--- config.mk ---
export PLATFORM = sky130hd
export DESIGN_NAME = debounce_multi
export DESIGN_NICKNAME = d
export VERILOG_FILES = /design/src/rtl/debounce_multi.sv
export SDC_FILE = /design/constraint.sdc
export NUM_CORES = 1
export LEC_CHECK = 0
export BUFFER_PORTS_ARGS = -buffer_cell sky130_fd_sc_hd__clkbuf_2
export CAP_MARGIN = 20
export CORE_ASPECT_RATIO = 1.5
export CORE_MARGIN = 2
export CORE_UTILIZATION = 60
export CTS_BUF_LIST = sky130_fd_sc_hd__clkbuf_2 sky130_fd_sc_hd__clkbuf_4 sky130_fd_sc_hd__clkbuf_8
export CTS_CLUSTER_DIAMETER = 150
export DETAILED_ROUTE_END_ITERATION = 12
export GPL_TIMING_DRIVEN = 0
export PLACE_DENSITY = 0.75
export SYNTH_ARGS = -nofsm -noshare
export SYNTH_HDL_FRONTEND = slang
export SYNTH_SLANG_ARGS = --single-unit
--- constraint.sdc ---
create_clock -name CLOCK -period 1.7 [get_ports CLOCK]
set_input_delay 0.085 -clock CLOCK [delete_from_list [all_inputs] [get_ports CLOCK]]
set_output_delay 0.085 -clock CLOCK [all_outputs]
set_load 0.05 [all_outputs]
--- src/rtl/debounce_multi.sv ---
// Multi-channel key debouncer: per-key synchroniser, stability counter and
// registered press / release / long-press strobes for the front-panel control FSMs.
module debounce_multi #(
  parameter int N_KEYS        = 4,
  parameter int SYNC_STAGES   = 2,
  parameter int STABLE_CYCLES = 16,
  parameter int LONG_CYCLES   = 1000,
  parameter int IDLE_LEVEL    = 1
) (
  input  logic              CLOCK,
  input  logic              RESET,
  input  logic [N_KEYS-1:0] key_in,
  output logic [N_KEYS-1:0] key_out,
  output logic [N_KEYS-1:0] press_pulse,
  output logic [N_KEYS-1:0] release_pulse,
  output logic [N_KEYS-1:0] hold_pulse,
  output logic              any_press
);

  localparam int CW = $clog2(STABLE_CYCLES + 1);
  localparam int HW = $clog2(LONG_CYCLES + 1);

  localparam logic          IDLE_BIT    = (IDLE_LEVEL != 0);
  localparam logic [CW-1:0] STABLE_LAST = CW'(STABLE_CYCLES - 1);
  localparam logic [HW-1:0] LONG_MAX    = HW'(LONG_CYCLES);
  localparam logic [HW-1:0] LONG_LAST   = HW'(LONG_CYCLES - 1);

  for (genvar i = 0; i < N_KEYS; i++) begin : g_ch
    logic [SYNC_STAGES-1:0] sync_q;
    logic                   s_w;
    logic [CW-1:0]          cnt_q, cnt_d;
    logic                   level_q, level_d;
    logic                   press_q, press_d;
    logic                   rel_q, rel_d;
    logic [HW-1:0]          hcnt_q, hcnt_d;
    logic                   hold_q, hold_d;

    assign s_w = sync_q[SYNC_STAGES-1];

    always_ff @(posedge CLOCK) begin
      if (!RESET) begin
        sync_q <= {SYNC_STAGES{IDLE_BIT}};
      end else begin
        sync_q <= {sync_q[SYNC_STAGES-2:0], key_in[i]};
      end
    end

    always_comb begin
      cnt_d   = cnt_q;
      level_d = level_q;
      press_d = 1'b0;
      rel_d   = 1'b0;
      hcnt_d  = hcnt_q;
      hold_d  = 1'b0;

      // Any sample agreeing with the current level restarts the stability window.
      if (s_w == level_q) begin
        cnt_d = '0;
      end else if (cnt_q == STABLE_LAST) begin
        cnt_d   = '0;
        level_d = s_w;
        if (s_w != IDLE_BIT) begin
          press_d = 1'b1;
        end else begin
          rel_d = 1'b1;
        end
      end else begin
        cnt_d = cnt_q + 1'b1;
      end

      // Hold counter saturates so a long press yields exactly one hold strobe.
      if (press_d) begin
        hcnt_d = '0;
      end else if (level_q != IDLE_BIT) begin
        if (hcnt_q != LONG_MAX) begin
          hcnt_d = hcnt_q + 1'b1;
          hold_d = (hcnt_q == LONG_LAST);
        end
      end else begin
        hcnt_d = '0;
      end
    end

    always_ff @(posedge CLOCK) begin
      if (!RESET) begin
        cnt_q   <= '0;
        level_q <= IDLE_BIT;
        press_q <= 1'b0;
        rel_q   <= 1'b0;
        hcnt_q  <= '0;
        hold_q  <= 1'b0;
      end else begin
        cnt_q   <= cnt_d;
        level_q <= level_d;
        press_q <= press_d;
        rel_q   <= rel_d;
        hcnt_q  <= hcnt_d;
        hold_q  <= hold_d;
      end
    end

    assign key_out[i]       = level_q;
    assign press_pulse[i]   = press_q;
    assign release_pulse[i] = rel_q;
    assign hold_pulse[i]    = hold_q;
  end

  assign any_press = |press_pulse;

endmodule

==> impl_results.md, run 1 <==
* First-pass iteration count of the detailed router at 4
* Setup CP Type: reg -> reg
* Hold Buf Count CTS at 4
* Diode count at 0
* Setup TNS at 0 ns
* CTS H-Tree Depth at 3
* Pin count of the biggest net entering global routing at 13
* IO Port Bufs at 22
* #FFs+latches synth at between 80 and 90
* Max Slew Vio Count at 0
* Startpoint types: register
* Status: finished clean
* Final HPWL DP at 4.364 mm
* Crit end category: register
* Clk Latency, worst-skew pair at ~0.34 ns
* Synth area leaders: dfxtp_1 47%, ha_1 5.6%, nand2b_1 3.5%
* Seq/Total Area, Yosys at 46.83%
* CP arrival at 1.80 ns
* Seq pwr share at 58.8%
* Max_slew headroom at 67.04%
* Sw Ratio at 19.97%
* Min cycle time layout at roughly 1.6 ns
* Initial antenna violation count at 0
* Gp weighted congestion at slightly below 0.8
* Via count at around 2700
* Hold Vio Cnt, Final at 0
* Comb pwr share at about 1.2%
* Die H at 98.75 um
* Worst-margin pin slew at 0.4944 ns
* Routed Wire Length at 6.106 mm
* Peak supply drop at 0.6032 mV
* Die area at 0.006633 mm2
* Final Power at 3372 uW
* Remaining global-route overflow at 0
* Max-Cap Viols at 0
* Via/cell ratio at 5.439
* Final period util at 91.72%
* Clk root buf: clkbuf_8
* Core footprint at 0.005786 mm2
* Cell variety after synth at 38
* Wire per inst at 12.24 um
* Sw Pwr at 673.5 uW
* Row count at 34
* Clk_skew at 0.01034 ns
* IO Count at 23
* # setup viols final at 0
* Hold slack at 0.1933 ns
* # clock sinks at 84
* Cells after synthesis at approximately 390
* LEAKAGE at 0.001422 uW
* Achievable Freq at 0.6413 GHz
* CTS tree: yes
* CP Max Fanout at 5
* Synth Cell Area at around 0.0036 mm2
* Clk network pwr share at around two fifths
* Buffer count from post-CTS setup fixing at 0
* Clock Tree Buf Depth at 2
* PwrDens at 837.9 mW/mm2
* Remaining DRCs at 0
* Area share of the largest cell type after synthesis at between 40% and 50%
* Final Util at 69.55%
* Syn_nets at 407
* Starting Density at 62.07%
* Req. time, crit path at 1.94 ns
* Post-synth top area cell: dfxtp_1
* Tot GR Track Use at approximately a fifth
* Num CTS Buffers at 9
* Int Pwr at 2698 uW
* Share of cells above drive strength 1 at 14.29%
* Synth-to-Final Area Change at 12.06%
* First-pass GRT wire length at 10.49 mm
* Die X at 67.17 um
* # nets final at 444
* Post-cts resize count at 0
* Min-delay worst type: in -> reg
* Syn Area/Cell at between 9 and 10 um2
* Placed cells at 479
* Final ANT Viol Nets at 0
* DR iter-0 viols at 140
* Vias in the first global route at roughly 2500
* Post-route insts no fill at 499
* Unrepaired setup endpoints after global routing: no
* Reg clk slew, reported paths at 0.08 ns
* YS warnings at 0
cell usage in the layout (no fill, tap or decap), drive strengths merged, types with 14 or more instances in the layout:
master  instances
a21oi          22
buf            17
clkbuf         43
dfxtp          84
ha             16
inv            18
nand2          18
nand2b         20
nand3          23
nor2           32
xor2           14
power groups by stage:
stage | Combinational, uW | Clock [uW] | Sequential, uW
4_1_cts | 42.6 | 1360 | 1980
3_5_place_dp | 35.4 | 0 | 2030
3_3_place_gp | 34.5 | 0 | 2030
6_report | 42.1 | 1350 | 1980
2_1_floorplan | 21.3 | 0 | 2030
5_1_grt | 47.7 | 1460 | 1990
registers in the layout, indices dropped and copies added (netlist names):
| name | count |
|---|---|
| g_ch.level_q | 4 |
| g_ch.cnt_q | 20 |
| g_ch.hcnt_q | 40 |
| g_ch.hold_q | 4 |
| g_ch.sync_q | 8 |
| g_ch.press_q | 4 |
| g_ch.rel_q | 4 |
synth_stat cells:
cell type  number
mux2_2          1
xnor2_1         6
and4b_1         4
clkbuf_1        6
nand2b_1       20
dfxtp_1        84
and3_1          4
nand2_2         1
nand4_1         6
nor2b_1         7
or3_1          11
a21oi_1        22
or2b_1          1
o31ai_1        11
or4_1           9
o311ai_0        1
nand3b_1        8
o31a_1          5
ha_1           16
inv_1          18
o21ai_0        11
and2_1          2
or2_0           1
nand3_2         3
o21a_1          4
nor2_1         32
buf_2           1
mux2i_1         1
o22ai_1         1
nor3_1          7
nand4b_1        6
o41ai_1         1
buf_4          16
xor2_1         14
nor4_1          6
nand2_1        17
nand3_1        20
nor4_2          1
final cells by class:
class                   instances  area (um2)
fillers                       488        1762
multi-input cells             260        1694
flip-flops and latches         84        1682
clock buffers                  15       187.7
repair buffers                 26       150.1
plain buffers                  23       147.6
well taps                      72       90.09
inverters                      18       67.56
clock inverters                 1       5.005
metal layers:
metal  track usage, %  wire [um]  share of wire [%]
met1            22.94       2710                 44
met2            35.72       3138                 51
met3            3.311        154                2.5
met4            10.20        102                1.7
met5                0          0                  0
critical path, cell delays in order (launching register included):
cell,delay (ns)
dfxtp_1,0.39
nand4_1,0.20
nor4_2,0.48
mux2_2,0.38
cell families after synthesis:
kind of cell / Yosys count / synth area share (%)
AO/OA/AOI/OAI: 56 / 9.617
XOR/XNOR: 20 / 4.878
adder cells (fa/ha/maj): 16 / 5.575
buffers and inverters: 41 / 5.993
flip-flops: 84 / 46.83
multiplexers: 2 / 0.5923
AND/OR/NAND/NOR: 166 / 26.52
worst paths after layout:
path,startpoint,endpoint,slack [ns],depth (start not counted)
max,g_ch[1].hcnt_q[5],g_ch[1].hcnt_q[0],0.14,3
min,RESET,g_ch[2].hcnt_q[1],0.19,3
max reg2reg,g_ch[1].hcnt_q[5],g_ch[1].hcnt_q[0],0.14,3
min reg2reg,g_ch[2].sync_q[0],g_ch[2].sync_q[1],0.41,1
per-stage QoR:
stage / cell area, um2 / setup WS [ns]
after CTS: 4024 / 0.1419
after floorplan: 3591 / 0.3074
final: 4024 / 0.1407
after global placement: 3791 / 0.1757
after detailed placement: 3791 / 0.1567
after global routing: 4024 / 0.07083
No activity file was read; power rests on OpenSTA's default activity.
==> inputs of run 2 (changes only) <==
--- a/config.mk
+++ b/config.mk
@@ -14,7 +14,9 @@
 export CTS_CLUSTER_DIAMETER = 150
 export DETAILED_ROUTE_END_ITERATION = 12
 export GPL_TIMING_DRIVEN = 0
+export MAX_ROUTING_LAYER = met4
 export PLACE_DENSITY = 0.75
+export RECOVER_POWER = 25
 export SYNTH_ARGS = -nofsm -noshare
 export SYNTH_HDL_FRONTEND = slang
 export SYNTH_SLANG_ARGS = --single-unit
==> impl_results.md, run 2 (same netlist as run 1, synthesis figures left out) <==
* Status: finished clean
* Clk_skew at 0.01040 ns
* CTS H-Tree Depth at 3
* Wire per inst at approximately 12 um
* Biggest regs: g_ch.hcnt_q x40, g_ch.cnt_q x20, g_ch.sync_q x8
* Via/cell ratio at 5.489
* Max_slew headroom at 59.66%
* PwrDens at 842.9 mW/mm2
* # clock sinks at 84
* Most frequent cells in the layout: 84 x dfxtp_1, 32 x nor2_1, 22 x a21oi_1, 22 x nand3_1, 20 x nand2b_1
* Worst Slack Setup Final at 0.1379 ns
* Gp weighted congestion at 0.7886
* First-pass GRT wire length at 10.50 mm
* LEAKAGE at 0.001377 uW
* DR iter-0 viols at 163
* First-pass iteration count of the detailed router at 4
* CTS tree: yes
* Buffer count from post-CTS setup fixing at 0
* Clk root buf: clkbuf_8
* Initial antenna violation count at 0
* CP Max Fanout at 5
* Unrepaired setup endpoints after global routing: no
* Die X at 67.17 um
* Core footprint at 0.005786 mm2
* Pin count of the biggest net entering global routing at 13
* Biggest register: g_ch.hcnt_q
* Die H at 98.75 um
* Worst-margin pin slew at 0.6078 ns
* DP Worst Slack at 0.1567 ns
* Setup TNS at 0 ns
* Diode count at 0
* Crit end category: register
* Reg clk slew, reported paths at 0.08 ns
* Clock Tree Buf Depth at 2
* Largest register FFs at 40
* IO Count at 23
* Die area at between 0.006 and 0.007 mm2
* Post-cts resize count at 0
* Final Util at roughly 69%
* Synth-to-Final Area Change at 11.32%
* Peak supply drop at 0.6043 mV
* Min-delay worst type: in -> reg
* Remaining DRCs at 0
* Starting Density at 62.07%
* Req. time, crit path at 1.94 ns
* Min cycle time layout at approximately 1.6 ns
* Hold Buf Count CTS at 4
* Via count at 2739
* # nets final at 444
* Final period util at around nine tenths
* Remaining global-route overflow at 0
* Share of cells above drive strength 1 at 10.77%
* Hold slack at 0.2713 ns
* Commonest non-fill, non-tap cell in the layout: dfxtp_1
* Routed Wire Length at 6.093 mm
* Vias in the first global route at 2526
* # setup viols final at 0
* Achievable Freq at ~0.64 GHz
* Setup CP Type: reg -> reg
* Row count at 34
* Tot GR Track Use at 20.97%
* CP arrival at 1.80 ns
* Max-Cap Viols at 0
* IO Port Bufs at 22
* Startpoint types: register
* Final HPWL DP at 4.364 mm
* Final ANT Viol Nets at 0
* Max Slew Vio Count at 0
* Num CTS Buffers at 9
* Hold Vio Cnt, Final at 0
* Clk Latency, worst-skew pair at 0.34 ns
-- run 2: area by class of cell --
cell class / count / area [um2]
buffer: 23 / 147.6
clock buffer: 15 / 187.7
clock inverter: 1 / 5.005
fill: 492 / 1788
inverter: 18 / 67.56
multi-input combinational: 260 / 1684
sequential: 84 / 1682
tap: 72 / 90.09
timing repair buffer: 26 / 133.9
-- run 2: path summary, 6_finish.rpt --
kind	start	end	slack, ns	cells after the start
hold reg to reg	g_ch[2].sync_q[0]	g_ch[2].sync_q[1]	0.41	1
setup / recovery	g_ch[1].hcnt_q[5]	g_ch[1].hcnt_q[0]	0.14	3
setup reg to reg	g_ch[1].hcnt_q[5]	g_ch[1].hcnt_q[0]	0.14	3
hold / removal	RESET	g_ch[2].hcnt_q[1]	0.27	3
-- run 2: power by group --
group | switching [uW] | internal, uW
clock network | 645 | 700
logic | 20.9 | 20.9
registers | 6.19 | 1980
total | 672 | 2700
-- run 2: layer usage --
layer | up-vias | GRT usage [%] | routed length [um]
li1 | 1412 | - | -
met5 | - | - | 0
met2 | 32 | 35.72 | 3131
met4 | 0 | 7.849 | 78
met3 | 8 | 5.137 | 180
met1 | 1287 | 23.08 | 2702
-- run 2: stage by stage --
stage | cell area (um2) | instances | total power [uW]
global placement | 3791 | 479 | 2064
CTS | 4024 | 499 | 3390
global route | 3998 | 499 | 3498
finish | 3998 | 499 | 3370
floorplan | 3591 | 385 | 2050
detailed placement | 3791 | 479 | 2065
-- run 2: critical path: stages, from the launching register on --
cell and delay [ns]:
dfxtp_1 0.39, nand4_1 0.20, nor4_2 0.48, mux2_2 0.38
